--- config.mk ---
export PLATFORM = sky130hd
export DESIGN_NAME = axil_addr_router
export DESIGN_NICKNAME = d
export VERILOG_FILES = /design/src/rtl/axil_addr_router.sv
export SDC_FILE = /design/constraint.sdc
export NUM_CORES = 1
export LEC_CHECK = 0
export ABC_AREA = 1
export CAP_MARGIN = 20
export CORE_AREA = 2 2 169 171
export DETAILED_ROUTE_END_ITERATION = 7
export DIE_AREA = 0 0 171 173
export MAX_ROUTING_LAYER = met4
export SYNTH_ARGS = -nofsm -noshare
export SYNTH_HDL_FRONTEND = slang
export SYNTH_SLANG_ARGS = --single-unit
--- constraint.sdc ---
create_clock -name clk -period 2.1 [get_ports clk]
set_input_delay 0.315 -clock clk [delete_from_list [all_inputs] [get_ports clk]]
set_output_delay 0.315 -clock clk [all_outputs]
set_load 0.02 [all_outputs]
--- src/rtl/axil_addr_router.sv ---
// 1-to-N AXI4-Lite address router. The selector field picks the slave, and the field is cleared in the forwarded address.
// Define AXIL_ROUTER_TIMEOUT_EN to add a per-FSM watchdog that answers SLVERR when a slave stalls.
module axil_addr_router #(
    parameter int N_SLAVES = 2,
    parameter int ADDR_W   = 32,
    parameter int DATA_W   = 32,
    parameter int SEL_HI   = 31,
    parameter int SEL_LO   = 24,
    parameter logic [N_SLAVES*(SEL_HI-SEL_LO+1)-1:0] SLAVE_ID = {8'hFF, 8'h00}
`ifdef AXIL_ROUTER_TIMEOUT_EN
    ,
    parameter int TIMEOUT  = 1023
`endif
) (
    input  logic                           clk,
    input  logic                           rst,
    input  logic [ADDR_W-1:0]              s_araddr,
    input  logic                           s_arvalid,
    output logic                           s_arready,
    output logic [DATA_W-1:0]              s_rdata,
    output logic [1:0]                     s_rresp,
    output logic                           s_rvalid,
    input  logic                           s_rready,
    input  logic [ADDR_W-1:0]              s_awaddr,
    input  logic                           s_awvalid,
    output logic                           s_awready,
    input  logic [DATA_W-1:0]              s_wdata,
    input  logic [DATA_W/8-1:0]            s_wstrb,
    input  logic                           s_wvalid,
    output logic                           s_wready,
    output logic [1:0]                     s_bresp,
    output logic                           s_bvalid,
    input  logic                           s_bready,
    output logic [N_SLAVES*ADDR_W-1:0]     m_araddr,
    output logic [N_SLAVES-1:0]            m_arvalid,
    input  logic [N_SLAVES-1:0]            m_arready,
    input  logic [N_SLAVES*DATA_W-1:0]     m_rdata,
    input  logic [N_SLAVES*2-1:0]          m_rresp,
    input  logic [N_SLAVES-1:0]            m_rvalid,
    output logic [N_SLAVES-1:0]            m_rready,
    output logic [N_SLAVES*ADDR_W-1:0]     m_awaddr,
    output logic [N_SLAVES-1:0]            m_awvalid,
    input  logic [N_SLAVES-1:0]            m_awready,
    output logic [N_SLAVES*DATA_W-1:0]     m_wdata,
    output logic [N_SLAVES*DATA_W/8-1:0]   m_wstrb,
    output logic [N_SLAVES-1:0]            m_wvalid,
    input  logic [N_SLAVES-1:0]            m_wready,
    input  logic [N_SLAVES*2-1:0]          m_bresp,
    input  logic [N_SLAVES-1:0]            m_bvalid,
    output logic [N_SLAVES-1:0]            m_bready
);
    localparam int SELW = SEL_HI - SEL_LO + 1;
    localparam int IW   = (N_SLAVES > 1) ? $clog2(N_SLAVES) : 1;
    localparam logic [N_SLAVES-1:0] ONE = N_SLAVES'(1);

    localparam logic [1:0] R_IDLE = 2'd0, R_ADDR = 2'd1, R_DATA = 2'd2, R_RESP = 2'd3;
    localparam logic [1:0] W_IDLE = 2'd0, W_FWD  = 2'd1, W_BWAIT = 2'd2, W_RESP = 2'd3;

    // MSB = hit; lower bits = lowest matching slave index.
    function automatic logic [IW:0] decode(input logic [ADDR_W-1:0] a);
        logic [IW:0] r;
        r = '0;
        for (int i = N_SLAVES - 1; i >= 0; i--)
            if (a[SEL_HI:SEL_LO] == SLAVE_ID[i*SELW +: SELW]) r = {1'b1, IW'(i)};
        return r;
    endfunction

    logic [1:0]          rstate_q, rstate_d;
    logic [IW-1:0]       rsel_q, rsel_d;
    logic [ADDR_W-1:0]   raddr_q, raddr_d;
    logic                arready_q, arready_d, rvalid_q, rvalid_d;
    logic [N_SLAVES-1:0] marvalid_q, marvalid_d, mrready_q, mrready_d;
    logic [DATA_W-1:0]   rdata_q, rdata_d;
    logic [1:0]          rresp_q, rresp_d;
    logic [IW:0]         rdec;

    logic [1:0]          wstate_q, wstate_d;
    logic [IW-1:0]       wsel_q, wsel_d;
    logic                whit_q, whit_d;
    logic [ADDR_W-1:0]   waddr_q, waddr_d;
    logic [DATA_W-1:0]   wdata_q, wdata_d;
    logic [DATA_W/8-1:0] wstrb_q, wstrb_d;
    logic                awready_q, awready_d, wready_q, wready_d, bvalid_q, bvalid_d;
    logic [N_SLAVES-1:0] mawvalid_q, mawvalid_d, mwvalid_q, mwvalid_d, mbready_q, mbready_d;
    logic [1:0]          bresp_q, bresp_d;
    logic [IW:0]         wdec;
    logic                aw_hs, w_hs;
    logic [N_SLAVES-1:0] awv_n, wv_n;

`ifdef AXIL_ROUTER_TIMEOUT_EN
    localparam int TW = $clog2(TIMEOUT + 1);
    logic [TW-1:0] rcnt_q, rcnt_d, wcnt_q, wcnt_d;
    logic          rto, wto;
    assign rto = (rcnt_q == TW'(TIMEOUT - 1));
    assign wto = (wcnt_q == TW'(TIMEOUT - 1));
`endif

    always_comb begin
        rstate_d   = rstate_q;
        rsel_d     = rsel_q;
        raddr_d    = raddr_q;
        arready_d  = arready_q;
        marvalid_d = marvalid_q;
        mrready_d  = mrready_q;
        rvalid_d   = rvalid_q;
        rdata_d    = rdata_q;
        rresp_d    = rresp_q;
        rdec       = decode(s_araddr);
        case (rstate_q)
            R_IDLE: if (s_arvalid && arready_q) begin
                arready_d = 1'b0;
                raddr_d   = s_araddr;
                raddr_d[SEL_HI:SEL_LO] = '0;
                rsel_d    = rdec[IW-1:0];
                if (rdec[IW]) begin
                    marvalid_d = ONE << rdec[IW-1:0];
                    rstate_d   = R_ADDR;
                end else begin
                    rvalid_d = 1'b1;
                    rdata_d  = '0;
                    rresp_d  = 2'b11;
                    rstate_d = R_RESP;
                end
            end
            R_ADDR: if (m_arready[rsel_q]) begin
                marvalid_d = '0;
                mrready_d  = ONE << rsel_q;
                rstate_d   = R_DATA;
            end
`ifdef AXIL_ROUTER_TIMEOUT_EN
            else if (rto) begin
                marvalid_d = '0;
                rvalid_d   = 1'b1;
                rdata_d    = '0;
                rresp_d    = 2'b10;
                rstate_d   = R_RESP;
            end
`endif
            R_DATA: if (m_rvalid[rsel_q]) begin
                rdata_d   = m_rdata[rsel_q*DATA_W +: DATA_W];
                rresp_d   = m_rresp[rsel_q*2 +: 2];
                mrready_d = '0;
                rvalid_d  = 1'b1;
                rstate_d  = R_RESP;
            end
`ifdef AXIL_ROUTER_TIMEOUT_EN
            else if (rto) begin
                mrready_d = '0;
                rvalid_d  = 1'b1;
                rdata_d   = '0;
                rresp_d   = 2'b10;
                rstate_d  = R_RESP;
            end
`endif
            default: if (s_rready) begin
                rvalid_d  = 1'b0;
                arready_d = 1'b1;
                rstate_d  = R_IDLE;
            end
        endcase
    end

    always_comb begin
        wstate_d   = wstate_q;
        wsel_d     = wsel_q;
        whit_d     = whit_q;
        waddr_d    = waddr_q;
        wdata_d    = wdata_q;
        wstrb_d    = wstrb_q;
        awready_d  = awready_q;
        wready_d   = wready_q;
        bvalid_d   = bvalid_q;
        bresp_d    = bresp_q;
        mawvalid_d = mawvalid_q;
        mwvalid_d  = mwvalid_q;
        mbready_d  = mbready_q;
        wdec       = decode(s_awaddr);
        aw_hs      = s_awvalid && awready_q;
        w_hs       = s_wvalid && wready_q;
        awv_n      = mawvalid_q & ~m_awready;
        wv_n       = mwvalid_q & ~m_wready;
        case (wstate_q)
            W_IDLE: begin
                if (aw_hs) begin
                    awready_d = 1'b0;
                    waddr_d   = s_awaddr;
                    waddr_d[SEL_HI:SEL_LO] = '0;
                    wsel_d    = wdec[IW-1:0];
                    whit_d    = wdec[IW];
                end
                if (w_hs) begin
                    wready_d = 1'b0;
                    wdata_d  = s_wdata;
                    wstrb_d  = s_wstrb;
                end
                // Leave idle once both address and data are held, whichever arrived last.
                if (!awready_d && !wready_d) begin
                    if (whit_d) begin
                        mawvalid_d = ONE << wsel_d;
                        mwvalid_d  = ONE << wsel_d;
                        wstate_d   = W_FWD;
                    end else begin
                        bvalid_d = 1'b1;
                        bresp_d  = 2'b11;
                        wstate_d = W_RESP;
                    end
                end
            end
            W_FWD: begin
                mawvalid_d = awv_n;
                mwvalid_d  = wv_n;
                if (awv_n == '0 && wv_n == '0) begin
                    mbready_d = ONE << wsel_q;
                    wstate_d  = W_BWAIT;
                end
`ifdef AXIL_ROUTER_TIMEOUT_EN
                else if (wto) begin
                    mawvalid_d = '0;
                    mwvalid_d  = '0;
                    bvalid_d   = 1'b1;
                    bresp_d    = 2'b10;
                    wstate_d   = W_RESP;
                end
`endif
            end
            W_BWAIT: if (m_bvalid[wsel_q]) begin
                bresp_d   = m_bresp[wsel_q*2 +: 2];
                mbready_d = '0;
                bvalid_d  = 1'b1;
                wstate_d  = W_RESP;
            end
`ifdef AXIL_ROUTER_TIMEOUT_EN
            else if (wto) begin
                mbready_d = '0;
                bvalid_d  = 1'b1;
                bresp_d   = 2'b10;
                wstate_d  = W_RESP;
            end
`endif
            default: if (s_bready) begin
                bvalid_d  = 1'b0;
                awready_d = 1'b1;
                wready_d  = 1'b1;
                wstate_d  = W_IDLE;
            end
        endcase
    end

`ifdef AXIL_ROUTER_TIMEOUT_EN
    // Counters restart on every state change and only run while waiting on a slave.
    always_comb begin
        rcnt_d = rcnt_q;
        wcnt_d = wcnt_q;
        if (rstate_d != rstate_q) rcnt_d = '0;
        else if (rstate_q == R_ADDR || rstate_q == R_DATA) rcnt_d = rcnt_q + 1'b1;
        if (wstate_d != wstate_q) wcnt_d = '0;
        else if (wstate_q == W_FWD || wstate_q == W_BWAIT) wcnt_d = wcnt_q + 1'b1;
    end

    always_ff @(posedge clk) begin
        if (rst) begin
            rcnt_q <= '0;
            wcnt_q <= '0;
        end else begin
            rcnt_q <= rcnt_d;
            wcnt_q <= wcnt_d;
        end
    end
`endif

    always_ff @(posedge clk) begin
        if (rst) begin
            rstate_q   <= R_IDLE;
            rsel_q     <= '0;
            raddr_q    <= '0;
            arready_q  <= 1'b1;
            marvalid_q <= '0;
            mrready_q  <= '0;
            rvalid_q   <= 1'b0;
            rdata_q    <= '0;
            rresp_q    <= '0;
            wstate_q   <= W_IDLE;
            wsel_q     <= '0;
            whit_q     <= 1'b0;
            waddr_q    <= '0;
            wdata_q    <= '0;
            wstrb_q    <= '0;
            awready_q  <= 1'b1;
            wready_q   <= 1'b1;
            bvalid_q   <= 1'b0;
            bresp_q    <= '0;
            mawvalid_q <= '0;
            mwvalid_q  <= '0;
            mbready_q  <= '0;
        end else begin
            rstate_q   <= rstate_d;
            rsel_q     <= rsel_d;
            raddr_q    <= raddr_d;
            arready_q  <= arready_d;
            marvalid_q <= marvalid_d;
            mrready_q  <= mrready_d;
            rvalid_q   <= rvalid_d;
            rdata_q    <= rdata_d;
            rresp_q    <= rresp_d;
            wstate_q   <= wstate_d;
            wsel_q     <= wsel_d;
            whit_q     <= whit_d;
            waddr_q    <= waddr_d;
            wdata_q    <= wdata_d;
            wstrb_q    <= wstrb_d;
            awready_q  <= awready_d;
            wready_q   <= wready_d;
            bvalid_q   <= bvalid_d;
            bresp_q    <= bresp_d;
            mawvalid_q <= mawvalid_d;
            mwvalid_q  <= mwvalid_d;
            mbready_q  <= mbready_d;
        end
    end

    assign s_arready = arready_q;
    assign s_rvalid  = rvalid_q;
    assign s_rdata   = rdata_q;
    assign s_rresp   = rresp_q;
    assign s_awready = awready_q;
    assign s_wready  = wready_q;
    assign s_bvalid  = bvalid_q;
    assign s_bresp   = bresp_q;
    assign m_araddr  = {N_SLAVES{raddr_q}};
    assign m_arvalid = marvalid_q;
    assign m_rready  = mrready_q;
    assign m_awaddr  = {N_SLAVES{waddr_q}};
    assign m_wdata   = {N_SLAVES{wdata_q}};
    assign m_wstrb   = {N_SLAVES{wstrb_q}};
    assign m_awvalid = mawvalid_q;
    assign m_wvalid  = mwvalid_q;
    assign m_bready  = mbready_q;
endmodule

==> results.cfg <==
[synth]
synth_cell_type_count = 32
yosysSeqAreaShare = 0.3888
synthAdderAreaFrac = 0.01369
avgSynthCellArea_um2 = 7.203
synth.area.mux_share = 0
ys_ff_latch = 142
synth_top_family_by_area = buffers and inverters
synth-simple-area-share = 0.2107
synth-compound-area-share = 0.1753
netlist_area_mm2 = 0.007311
yosys_warnings = 0
synthCells = 1015
synthXorXnorAreaFrac = 0

[global_route]
grt_pass1_vias = 6848
grt_remaining_overflow = 0
grt_pass1_wl_um = 38250
track_usage = 0.1699
antenna_found_initial = 0
grt_max_degree = 57

[sta]
min_period_ns = 1.842
tns_ns = 0
slew_headroom = 0.6488
hold_ws_ns = 0.2152
setup_viol_count_final = 0
hold_viol_final = 0
rsz0062_at_grt = false
fmax_mhz = 543.0
skew_ns = 0.009760
tightestPinTransition_ns = 0.5268
drv_slew = 0
period_share = 0.8770

[clocking]
clk_pin_slew_ns = 0.07
cts_tree = yes
clock_sinks = 142
cts_buffers = 17
hold_buffers = 0
clkLatencyLatePin_ns = 0.42
ctsResizeCount = 0
cts.path.max_buffers = 2
post_cts_buffers = 0
cts_root_buf = clkbuf_16
htreeDepth = 4

[detailed_routing]
wl_per_cell_um = 14.67
routed_wl_um = 25140
vias = 7264
viasPerCell = 4.238
highest_layer = met4
met1_length_um = 10610
dr.pass1.iters = 4
wl_met3_um = 1718
drt_iter0_drc = 434
routed-wl-met2_um = 12330
route.antenna.remaining_nets = 0
post-route-drc-count = 0

[placement]
placement.io_buffers = 407
gp_congestion = 0.8164
hpwlAfterDp_um = 19280
placed_cell_area_mm2 = 0.01106

[finish]
nNetsFinal = 1520
stdcell_area_mm2 = 0.01166
final_common_cell = clkdlybuf4s50_1
mostFrequentLayoutCells = 406 x clkdlybuf4s50_1, 142 x dfxtp_1, 139 x nor2_1
area_growth_pct = 59.52
layout-drive-gt1-share = 0.06287
antennaDiodeCount = 0

[power_and_ir_drop]
p_leak_uw = 0.004810
peakVddDrop_mv = 0.6502
power_density_mw_per_mm2 = 1374

[floorplan]
die_w_um = 171
rows = 61
ios = 440
die_h_um = 173
initial_core_util = 0.2646
dieArea_mm2 = 0.02958
core_mm2 = 0.02763

[worst_setup_path]
crit_path_max_fanout = 4
path_class = flop to output pin
path_cells = clkdlybuf4s50_1
cpLargestDelayFamily = buffers and inverters
critPathSlowestCell = clkdlybuf4s50_1
arrival_ns = 1.53
critPathCaptureType = output pin
cp-start-kind = flop
worst_ep_required_time_ns = 1.78
slowest_delay_ns = 0.69
path_buf_inv = 1

[worst_hold_path]
hp-class = input port to flop

[outcome]
outcome = completed

[flow_run]
maxCapViolCount = 0
[final cells by class]
class | instances | area, um^2
Tap cell | 378 | 473.0
Sequential cell | 142 | 2843
Fill cell | 2846 | 15970
Clock inverter | 14 | 170.2
Timing Repair Buffer | 430 | 4292
Clock buffer | 18 | 429.2
Multi-Input combinational cell | 623 | 3047
Inverter | 109 | 409.1
[final timing paths]
check	startpoint	end	slack (ns)	cells after the start
setup / recovery	s_arready	s_arready	0.26	1
hold / removal	rst	s_bvalid	0.22	4
hold reg to reg	wdata_q[23]	wdata_q[23]	0.46	2
setup reg to reg	rstate_q[0]	s_rdata[11]	0.28	9
[logic make-up after synthesis]
group           Yosys count
other cells               1
buf+inv                 281
simple gates            357
fa+ha+maj                 8
compound gates          226
flops                   142
[state kept, by name (all words and copies together) (netlist names), 4 cells and up]
name,cells
raddr_q,24
s_rdata,32
waddr_q,24
wdata_q,32
wstrb_q,4
[per-layer routing]
layer	global-route usage	vias up
met5	-	-
met4	0.05297	0
met3	0.04234	26
met2	0.2851	267
met1	0.1984	3250
li1	-	3721
[stage by stage]
step	worst slack (ns)	total power (uW)	cells	utilization
finish	0.2583	16020	1714	0.4221
global route	0.06737	17170	1714	0.4221
CTS	0.2407	16240	1714	0.4221
detailed placement	0.1891	13010	1682	0.4004
global placement	0.2144	12930	1682	0.4004
floorplan	0.4052	9779	1046	-
[cells in the mapped netlist]
cell	instances	area (um^2)
conb_1	1	3.750
clkbuf_1	33	123.9
nor2_8	1	20.02
nor3_4	1	16.27
a21oi_4	1	16.27
buf_2	11	55.05
nor3_1	3	15.01
o21a_1	16	120.1
nor2_1	139	521.8
nand2_2	1	6.260
o21ai_0	77	385.4
inv_2	3	11.26
ha_1	8	100.1
clkinv_1	1	3.750
dfxtp_1	142	2843
o31ai_1	1	7.510
inv_1	105	394.1
a21oi_1	94	470.5
nand3_1	43	215.2
o311ai_0	1	8.760
o211ai_1	1	7.510
nand3_4	1	17.52
or2_2	18	112.6
buf_4	120	900.9
nor2_2	1	6.260
o211a_1	18	180.2
o21ai_1	17	85.08
nand4_1	20	125.1
buf_6	3	33.78
clkbuf_2	1	5.000
buf_1	4	15.01
nand2_1	129	484.2
[power by group]
part	total, uW	switching [uW]	internal [uW]	leakage (uW)
sequential	4200	645	3550	0.00117
combinational	8680	4930	3750	0.00335
clock	3140	1340	1800	0.000289
total	16000	6920	9100	0.00481
Note: power is estimated with default switching activity, not from simulation.
==> edit 1, RTL diff (same flow settings) <==
The parameter `ADDR_W` goes from 32 to 36.
--- a/src/rtl/axil_addr_router.sv
+++ b/src/rtl/axil_addr_router.sv
@@ -2,7 +2,7 @@
 // Define AXIL_ROUTER_TIMEOUT_EN to add a per-FSM watchdog that answers SLVERR when a slave stalls.
 module axil_addr_router #(
     parameter int N_SLAVES = 2,
-    parameter int ADDR_W   = 32,
+    parameter int ADDR_W   = 36,
     parameter int DATA_W   = 32,
     parameter int SEL_HI   = 31,
     parameter int SEL_LO   = 24,
Interface: changed (resized m_araddr, m_awaddr, s_araddr and s_awaddr); port bits go from 440 to 464. The function was not compared with the original's and may differ.
==> edit 1 against the unedited design <==
Cell count is 3.6% higher; clock power is 5% lower; combinational power is 2.5% higher; sequential cell count is 8 higher; wire length is 6.4% higher; area after synthesis is 5.2% higher; cell area is 4.2% higher; global-route usage is 0.94 points higher; total power is 1.5% higher; setup slack worse by 0.026 ns; die area stayed put; critical endpoint is now s_rdata[12].
==> edit 1: results <==
{
  "fin_skew_ns": 0.0153,
  "placed_area_sq_um": 11600,
  "synth_fa_ha_area_share_pct": 1.30,
  "p_comb_share_pct": 54.7,
  "irDropWorstVdd_mv": 0.671,
  "postSynthAreaPerCell_sq_um": 7.22,
  "worstSetupEndpoint": "s_rdata[12]",
  "dp.cells": 1743,
  "hold_slack_ns": 0.400,
  "min_to": "wstrb_q[0]",
  "grt_pass1_vias": 7503,
  "layout_min_cycle_time_ns": 1.87,
  "num-fill-cells": 2845,
  "cpPeakStageDelay_ns": 0.35,
  "outcome": "finished clean",
  "nNetsFinal": 1589,
  "slowest_stage": "dfxtp_1",
  "viasPerCell": 4.37,
  "startpoint": "rstate_q[0]",
  "p_sw_share_pct": 43.3,
  "grt_usage_pct": 17.9,
  "worst_slew_margin_rel_pct": 59.0,
  "routed_wl_um": 26700,
  "portBuffers": 431,
  "ys_top_cells_by_area": "dfxtp_1 (39%), buf_4 (13%), nand2_1 (7.2%), nor2_1 (6.8%), a21oi_1 (6.8%)",
  "ff_latch_area_sq_um": 3000,
  "drt_iter0_drc": 412,
  "seq_power_share_pct": 27.0,
  "arrival_ns": 2.18,
  "wl_met2_um": 13900,
  "gp_congestion": 0.787,
  "wl_met3_um": 1890,
  "drive_gt1_share_pct": 5.87,
  "powerSeq_mw": 4.40
}
edit 1: changes by cell type in the layout (fill, tap and decap cells not counted), moves of 6 or more:
cell	change
clkdlybuf4s50_1	+24
o21ai_1	-14
o21ai_0	+9
a21oi_1	+10
dfxtp_1	+8
nand3_1	+6
nand2_1	+18
edit 1: worst register-to-register path, stage by stage, from the launching register on:
cell     delay, ns
dfxtp_1       0.35
inv_1         0.09
ha_1          0.32
nor2_1        0.12
inv_2         0.31
nand3_4       0.17
buf_12        0.19
o21ai_0       0.17
nor2_1        0.06
edit 1: layout make-up:
| type | instances | share of cell area (%) |
|---|---|---|
| clock buffers | 20 | 3.59 |
| clock inverters | 12 | 0.999 |
| inverters | 110 | 3.40 |
| multi-input cells | 653 | 26.0 |
| flip-flops and latches | 150 | 24.7 |
| well taps | 378 | 3.89 |
| repair buffers | 452 | 37.4 |
edit 1: layer usage:
layer / track usage [%] / up-vias
met2: 32.6 / 319
li1: - / 3889
met3: 4.14 / 25
met4: 5.40 / 0
met1: 19.2 / 3527
met5: - / -
==> edit 2, RTL diff (config.mk and constraints unchanged) <==
Made on the original files. Take the reset off `raddr_q`, `rdata_q`, `waddr_q` and `wdata_q` and load them in a clocked block of their own.
--- a/src/rtl/axil_addr_router.sv
+++ b/src/rtl/axil_addr_router.sv
@@ -272,18 +272,14 @@
         if (rst) begin
             rstate_q   <= R_IDLE;
             rsel_q     <= '0;
-            raddr_q    <= '0;
             arready_q  <= 1'b1;
             marvalid_q <= '0;
             mrready_q  <= '0;
             rvalid_q   <= 1'b0;
-            rdata_q    <= '0;
             rresp_q    <= '0;
             wstate_q   <= W_IDLE;
             wsel_q     <= '0;
             whit_q     <= 1'b0;
-            waddr_q    <= '0;
-            wdata_q    <= '0;
             wstrb_q    <= '0;
             awready_q  <= 1'b1;
             wready_q   <= 1'b1;
@@ -295,18 +291,14 @@
         end else begin
             rstate_q   <= rstate_d;
             rsel_q     <= rsel_d;
-            raddr_q    <= raddr_d;
             arready_q  <= arready_d;
             marvalid_q <= marvalid_d;
             mrready_q  <= mrready_d;
             rvalid_q   <= rvalid_d;
-            rdata_q    <= rdata_d;
             rresp_q    <= rresp_d;
             wstate_q   <= wstate_d;
             wsel_q     <= wsel_d;
             whit_q     <= whit_d;
-            waddr_q    <= waddr_d;
-            wdata_q    <= wdata_d;
             wstrb_q    <= wstrb_d;
             awready_q  <= awready_d;
             wready_q   <= wready_d;
@@ -316,6 +308,13 @@
             mwvalid_q  <= mwvalid_d;
             mbready_q  <= mbready_d;
         end
+    end
+
+    always_ff @(posedge clk) begin
+        raddr_q <= raddr_d;
+        rdata_q <= rdata_d;
+        waddr_q <= waddr_d;
+        wdata_q <= wdata_d;
     end
 
     assign s_arready = arready_q;
Function: differs if rst is asserted again (counterexample within 4 cycles, from zero or initial values and one cycle with rst high); with rst held inactive, the same outputs for 4 cycles.
==> edit 2 against the unedited design <==
Wire length decreased by 12%; clock skew grew 0.00051 ns; largest power group unchanged; total power decreased by 7.8%; core utilization decreased by 2.3 points; combinational power decreased by 22%; clock power rose by 4%; count of clock-buffer cells in the layout stayed put; setup slack lost 0.025 ns; register-to-register slack lost 0.05 ns; area after synthesis decreased by 11%; cell area is 5.5% lower; sequential cell count stayed put; critical path type is now reg -> reg; via count shrank 27%.
==> edit 2: results <==
{
  "dp_hpwl_um": 18100,
  "ys_seq_area_share_pct": 60.8,
  "fin_setup_tns_ns": 0,
  "r2r_cells": 8,
  "grt_max_degree": 37,
  "grt_pass1_vias": 5090,
  "startpoint": "rstate_q[1]",
  "grt_pass1_wl_um": 31000,
  "hold_slack_ns": 0.451,
  "hold_depth": 1,
  "routed_wl_um": 22100,
  "drive_gt1_share_pct": 6.46,
  "nNetsFinal": 1160,
  "ys.flop_type": "edfxtp_1",
  "rrSetupSlack_ns": 0.23,
  "viasPerCell": 3.92,
  "outcome": "finished clean",
  "synth_async_sr_flop_share_pct": 0,
  "num-fill-cells": 2736,
  "hp-class": "in -> reg",
  "ys_top_cells_by_area": "edfxtp_1 (52%), buf_4 (13%), dfxtp_1 (9.2%), nor2_1 (6.0%), nand2_1 (4.6%)",
  "fin_skew_ns": 0.0103,
  "synth_cell_types": 31,
  "placed_area_sq_um": 10400,
  "worstPathMaxFanout": 20,
  "arrival_ns": 1.98,
  "synth_common_cells": "buf_4 (116), edfxtp_1 (112), nor2_1 (105), nand2_1 (80), o21ai_0 (44)",
  "min_to": "wdata_q[31]",
  "hp-start": "s_wdata[31]",
  "portBuffers": 407,
  "gp_congestion": 0.814,
  "synth_edf_count": 112,
  "grt_antenna_before_repair": 1,
  "drt_iter0_drc": 213,
  "tightest_slew_ns": 0.509,
  "rr_endpoint": "s_rdata[25]",
  "synth.most_common_cell": "buf_4",
  "irDropWorstVdd_mv": 0.622,
  "cpPeakStageDelay_ns": 0.40,
  "p_leak_nw": 4.25,
  "crit_family": "buffers and inverters",
  "dp_slack_ns": 0.0926,
  "grt_usage_pct": 14.8
}
[edit 2: logic make-up (layout without fill, tap and decap cells)]
kind of cell	after synthesis	in the layout	share of synthesized area [%]
adder cells (fa/ha/maj)	8	8	1.54
other	1	33	0.0575
buffers and inverters	176	493	17.0
AO/OA/AOI/OAI	75	75	6.24
flip-flops	142	142	60.8
AND/OR/NAND/NOR	225	225	14.4
[edit 2: area by class of cell]
cell class / instances / area share [%]
Timing Repair Buffer: 418 / 38.2
Sequential cell: 142 / 36.0
Multi-Input combinational cell: 340 / 14.3
Tap cell: 378 / 4.29
Clock buffer: 18 / 3.90
Clock inverter: 13 / 1.84
Inverter: 44 / 1.50
Antenna cell: 1 / 0.0227
[edit 2: layer usage]
layer	share of wire (%)	vias up	track usage, %
li1	-	2602	-
met1	37	2475	15.6
met2	55	221	27.4
met3	7.0	6	3.69
met4	0.74	0	3.43
met5	0	-	-
[edit 2: worst reg2reg max path, delay by kind of cell, from the launching register on]
| family | cells | cell delay [ns] |
|---|---|---|
| flops | 1 | 0.40 |
| fa+ha+maj | 1 | 0.26 |
| buf+inv | 4 | 0.49 |
| compound gates | 1 | 0.09 |
| simple gates | 2 | 0.32 |
[edit 2: worst max-delay path by stage]
stage	endpoint	slack (ns)
global route	s_rresp[1]	0.08
global placement	s_rdata[6]	0.09
detailed placement	s_rdata[2]	0.09
CTS	s_rdata[25]	0.22
finish	s_rdata[25]	0.23
floorplan	wdata_q[0]	0.009
[edit 2: power by group]
group          total [mW]  switching, mW  internal (mW)
Clock                3.28           1.26           2.02
Sequential           4.75          0.499           4.25
Combinational        6.75           3.80           2.94
[edit 2: stage by stage]
stage	std cells	util, %
after detailed placement	1322	37.6
after floorplan	658	-
after global routing	1354	39.9
after global placement	1322	37.6
after CTS	1353	39.9
final	1354	39.9
